==> src/rtl/code_loader.sv <==
// Boot-time program loader: receives a length-prefixed byte stream, packs big-endian 16-bit
// words into code memory from address 0, then asserts run. Optional checksum byte: CODE_LOADER_CHECKSUM_EN.
module code_loader #(
  parameter int MAX_WORDS = 512,
  parameter int ADDR_W    = 9
) (
  input  logic              clk,
  input  logic              rst,
  input  logic              load,
  input  logic [7:0]        in_data,
  input  logic              in_valid,
  output logic              in_ready,
  output logic              code_w_en,
  output logic [ADDR_W-1:0] code_addr_in,
  output logic [15:0]       code_in,
  output logic              run,
  output logic              busy,
  output logic              err
);

  typedef enum logic [3:0] {
    S_IDLE    = 4'd0,
    S_LEN_HI  = 4'd1,
    S_LEN_LO  = 4'd2,
    S_DATA_HI = 4'd3,
    S_DATA_LO = 4'd4,
    S_WRITE   = 4'd5,
`ifdef CODE_LOADER_CHECKSUM_EN
    S_CSUM    = 4'd6,
`endif
    S_DONE    = 4'd7,
    S_ERROR   = 4'd8
  } state_t;

  localparam logic [15:0] MaxLen = 16'(MAX_WORDS);

  state_t              state_q;
  logic [7:0]          len_hi_q;
  logic [15:0]         len_q;
  logic [7:0]          byte_hi_q;
  logic [ADDR_W:0]     cnt_q;
  logic [ADDR_W:0]     cnt_d;
  logic [ADDR_W-1:0]   addr_q;
  logic [ADDR_W-1:0]   code_addr_q;
  logic [15:0]         code_q;
  logic [15:0]         hdr_len;
`ifdef CODE_LOADER_CHECKSUM_EN
  logic [7:0]          csum_q;
`endif

  assign cnt_d   = cnt_q + (ADDR_W+1)'(1);
  assign hdr_len = {len_hi_q, in_data};

  // Every status output is a pure decode of the state register.
`ifdef CODE_LOADER_CHECKSUM_EN
  assign in_ready = (state_q inside {S_LEN_HI, S_LEN_LO, S_DATA_HI, S_DATA_LO, S_CSUM});
`else
  assign in_ready = (state_q inside {S_LEN_HI, S_LEN_LO, S_DATA_HI, S_DATA_LO});
`endif
  assign busy         = !(state_q inside {S_IDLE, S_DONE, S_ERROR});
  assign code_w_en    = (state_q == S_WRITE);
  assign run          = (state_q == S_DONE);
  assign err          = (state_q == S_ERROR);
  assign code_addr_in = code_addr_q;
  assign code_in      = code_q;

  always_ff @(posedge clk) begin
    if (rst) begin
      state_q     <= S_IDLE;
      len_hi_q    <= 8'd0;
      len_q       <= 16'd0;
      byte_hi_q   <= 8'd0;
      cnt_q       <= '0;
      addr_q      <= '0;
      code_addr_q <= '0;
      code_q      <= 16'd0;
`ifdef CODE_LOADER_CHECKSUM_EN
      csum_q      <= 8'd0;
`endif
    end else begin
      case (state_q)
        S_IDLE, S_DONE, S_ERROR: begin
          if (load) begin
            state_q <= S_LEN_HI;
            cnt_q   <= '0;
            addr_q  <= '0;
`ifdef CODE_LOADER_CHECKSUM_EN
            csum_q  <= 8'd0;
`endif
          end
        end
        S_LEN_HI: begin
          if (in_valid) begin
            len_hi_q <= in_data;
`ifdef CODE_LOADER_CHECKSUM_EN
            csum_q   <= csum_q ^ in_data;
`endif
            state_q  <= S_LEN_LO;
          end
        end
        S_LEN_LO: begin
          if (in_valid) begin
            len_q <= hdr_len;
`ifdef CODE_LOADER_CHECKSUM_EN
            csum_q <= csum_q ^ in_data;
`endif
            if ((hdr_len == 16'd0) || (hdr_len > MaxLen)) begin
              state_q <= S_ERROR;
            end else begin
              state_q <= S_DATA_HI;
            end
          end
        end
        S_DATA_HI: begin
          if (in_valid) begin
            byte_hi_q <= in_data;
`ifdef CODE_LOADER_CHECKSUM_EN
            csum_q    <= csum_q ^ in_data;
`endif
            state_q   <= S_DATA_LO;
          end
        end
        S_DATA_LO: begin
          // Word and address are captured together so they stay stable outside WRITE.
          if (in_valid) begin
            code_q      <= {byte_hi_q, in_data};
            code_addr_q <= addr_q;
`ifdef CODE_LOADER_CHECKSUM_EN
            csum_q      <= csum_q ^ in_data;
`endif
            state_q     <= S_WRITE;
          end
        end
        S_WRITE: begin
          cnt_q  <= cnt_d;
          addr_q <= addr_q + ADDR_W'(1);
          if (16'(cnt_d) == len_q) begin
`ifdef CODE_LOADER_CHECKSUM_EN
            state_q <= S_CSUM;
`else
            state_q <= S_DONE;
`endif
          end else begin
            state_q <= S_DATA_HI;
          end
        end
`ifdef CODE_LOADER_CHECKSUM_EN
        S_CSUM: begin
          if (in_valid) begin
            state_q <= (in_data == csum_q) ? S_DONE : S_ERROR;
          end
        end
`endif
        default: state_q <= S_IDLE;
      endcase
    end
  end

endmodule

==> config.mk <==
export PLATFORM = sky130hd
export DESIGN_NAME = code_loader
export DESIGN_NICKNAME = d
export VERILOG_FILES = /design/src/rtl/code_loader.sv
export SDC_FILE = /design/constraint.sdc
export NUM_CORES = 1
export LEC_CHECK = 0
export BUFFER_PORTS_ARGS = -buffer_cell sky130_fd_sc_hd__buf_2
export CORE_UTILIZATION = 52
export CTS_CLUSTER_SIZE = 12
export DETAILED_ROUTE_END_ITERATION = 16
export GPL_ROUTABILITY_DRIVEN = 0
export PLACE_DENSITY = 0.79
export SKIP_LAST_GASP = 1
export SLEW_MARGIN = 10
export SYNTH_ARGS = -nofsm -noshare
export SYNTH_HDL_FRONTEND = slang
export SYNTH_SLANG_ARGS = --single-unit
==> constraint.sdc <==
create_clock -name clk -period 1.7 [get_ports clk]
set_input_delay 0.17 -clock clk [delete_from_list [all_inputs] [get_ports clk]]
set_output_delay 0.17 -clock clk [all_outputs]
set_load 0.02 [all_outputs]
==> impl_metrics.env <==
export IMPL_synth_top_cell_area_share_pct=44.3
export IMPL_layout_cells_non_filler=605
export IMPL_routed_wirelength_um=8770
export IMPL_cts_sinks=80
export IMPL_whs_ns=0.0944
export IMPL_skew_ns=0.00827
export IMPL_crit_chain="buf_6 -> nor4b_1 -> a221o_1 -> or2_1 -> o41ai_2"
export IMPL_hold_path_class="in -> reg"
export IMPL_swShare_pct=32.4
export IMPL_core_area_mm2=0.00676
export IMPL_ys_top_cells_by_count="107 x nand2_1, 80 x dfxtp_1, 68 x a21oi_1"
export IMPL_setup_slack_ns=0.0697
export IMPL_cp_slowest_cell="dfxtp_4"
export IMPL_avgSynthCellArea_um2=7.77
export IMPL_synth_edf_count=0
export IMPL_port_buffers=41
export IMPL_switching_power_mw=1.53
export IMPL_finalSetupViolations=0
export IMPL_grt_max_degree=49
export IMPL_cts_buffers_inserted=9
export IMPL_rrSetupSlack_ns=0.07
export IMPL_clock_power_share_pct=30.7
export IMPL_hold_violations=0
export IMPL_tightest_slew_ns=0.456
export IMPL_ys_top_cells_by_area="dfxtp_1 44%, nand2_1 11%, a21oi_1 9.4%"
export IMPL_syn2layout_area_growth_pct=22.5
export IMPL_period_share_pct=95.9
export IMPL_h_tree_depth=3
export IMPL_dp_hpwl_um=5800
export IMPL_die_w_um=85.4
export IMPL_p_leak_nw=1.65
export IMPL_outcome="completed"
export IMPL_maxCapViolations=0
export IMPL_utilization_pct=65.5
export IMPL_wl_per_cell_um=14.5
export IMPL_cpPeakStageDelay_ns=0.37
export IMPL_io_pins=42
export IMPL_ys_types=52
export IMPL_die_h_um=85.4
export IMPL_synth_main_ff_cell="dfxtp_1"
export IMPL_synth_cell_area_mm2=0.00361
export IMPL_synth_simple_area_share_pct=28.7
export IMPL_p_int_mw=3.20
export IMPL_fin_setup_tns_ns=0
export IMPL_drc_errors=0
export IMPL_synthesis_nets=479
export IMPL_antenna_left=0
export IMPL_synth_top_family_by_area="simple AND/OR/NAND/NOR gates"
export IMPL_synth_most_common_cell="nand2_1"
export IMPL_grt_pass1_vias=3177
export IMPL_cp_max_fo=6
export IMPL_slew_violations=0
export IMPL_grt_pass1_wl_um=14500
export IMPL_vdd_ir_drop_max_mv=0.726
export IMPL_core_rowCount=30
export IMPL_async_reset_ff_share_pct=0
export IMPL_rsz0062_at_grt="true"
export IMPL_design_die_area_mm2=0.00729
export IMPL_synth_compound_area_share_pct=16.5
export IMPL_p_comb_share_pct=26.1
export IMPL_first_iter_violations=273
export IMPL_synth_largest_area_cell="dfxtp_1"
export IMPL_track_usage_pct=25.0
export IMPL_overflow=0
export IMPL_dpl_cell_count=587
export IMPL_crit_arrival_ns=1.89
export IMPL_syn_inst=465
export IMPL_cts_tree="yes"
export IMPL_clk_pin_slew_ns=0.09
export IMPL_postLayoutCellArea_mm2=0.00443
export IMPL_start_kind="flop"
export IMPL_min_period_ns=1.63
export IMPL_p_per_area_mw_per_mm2=1070
export IMPL_end_kind="flop"
export IMPL_vias_per_cell=5.65
export IMPL_drt_pass1_iterations=6
export IMPL_layout_drive_gt1_share_pct=20.6
export IMPL_placement_cell_area_mm2=0.00408
export IMPL_vias=3421
export IMPL_synth_warnings=0
export IMPL_insertedDiodeCount=0
export IMPL_yosys_area_share_adder_pct=0.693
export IMPL_dp_slack_ns=0.0632
export IMPL_seq_area_frac_synth_pct=44.3
export IMPL_synth_xor_area_share_pct=3.64
export IMPL_seqPwrFrac_pct=43.2
export IMPL_max_clock_freq_mhz=613
export IMPL_critPathRequiredTime_ns=1.96
export IMPL_critical_path_class="reg -> reg"
export IMPL_synth_seq_cells=80
export IMPL_clk_path_buf_depth=2
export IMPL_initial_utilization_pct=53.5
export IMPL_total_power_mw=4.73
export IMPL_clock_latency_ns=0.36
export IMPL_final_nets=534
export IMPL_muxShareOfSynthArea_pct=2.53
export IMPL_antenna_found_initial=0
export IMPL_max_slew_margin_rel_pct=69.6
export IMPL_cts_root_buf="clkbuf_8"
## critical path: cells and delay by family, from the launching register on
family	cells	cell delay, ns
AOI/OAI and AO/OA	2	0.65
buffers and inverters	1	0.13
DFF	1	0.37
and+or+nand+nor	2	0.38
## state kept, by name, summed over array words and instances (netlist names)
register and count:
addr_q 9, byte_hi_q 8, cnt_q 10, code_addr_in 9, code_in 16, len_hi_q 8
len_q 16, state_q 4
## area by class of cell
type,count,area (µm²)
repair buffers,72,537
flip-flops and latches,80,1620
fillers,553,2330
well taps,80,100
clock inverters,6,75.1
multi-input cells,354,1960
inverters,3,13.8
clock buffers,10,128
## path summary, 6_finish.rpt
check | start | endpoint | cells after the start
max | state_q[2] | state_q[3] | 5
min | in_data[4] | len_q[4] | 3
max reg2reg | state_q[2] | state_q[3] | 5
min reg2reg | code_addr_in[5] | code_addr_in[5] | 2
## cell families (layout without fill, tap and decap cells)
| kind of cell | after synthesis | in the layout |
|---|---|---|
| and+or+nand+nor | 221 | 221 |
| AOI/OAI and AO/OA | 107 | 107 |
| DFF | 80 | 80 |
| buffers and inverters | 31 | 91 |
| xor gates and xnor gates | 15 | 15 |
| muxes | 9 | 9 |
| adders and majority gates | 2 | 2 |
## per-layer routing
metal	vias to the layer above	GRT usage (%)	routed length, µm	share of wire [%]
met1	1595	30.9	3810	43
met5	-	0	0	0
li1	1712	-	-	-
met2	100	43.2	4420	50
met4	0	9.55	160	1.8
met3	14	4.96	383	4.4
## power groups by stage
stage          combinational [mW]  sequential (mW)  clock [mW]
5_1_grt                      1.34             2.05        1.55
4_1_cts                      1.13             2.05        1.47
2_1_floorplan               0.682             2.06           0
3_5_place_dp                 1.06             2.08           0
3_3_place_gp                 1.04             2.08           0
6_report                     1.23             2.05        1.45
## repair_timing
item	CTS	global route
gates resized for setup	10	13
hold endpoints to repair	0	0
hold buffers	0	0
pin swaps	0	4
gates cloned	1	1
setup buffers	1	1
endpoints found under the setup margin	2	12
## layout by cell type, fill, tap and decap left out, types with 9 or more instances in the layout
cell type / instances
nand2_1: 107
dfxtp_1: 74
a21oi_1: 67
nor2_1: 42
buf_2: 40
buf_4: 25
nand3_1: 15
clkbuf_8: 9
No activity file was read; power rests on OpenSTA's default activity.
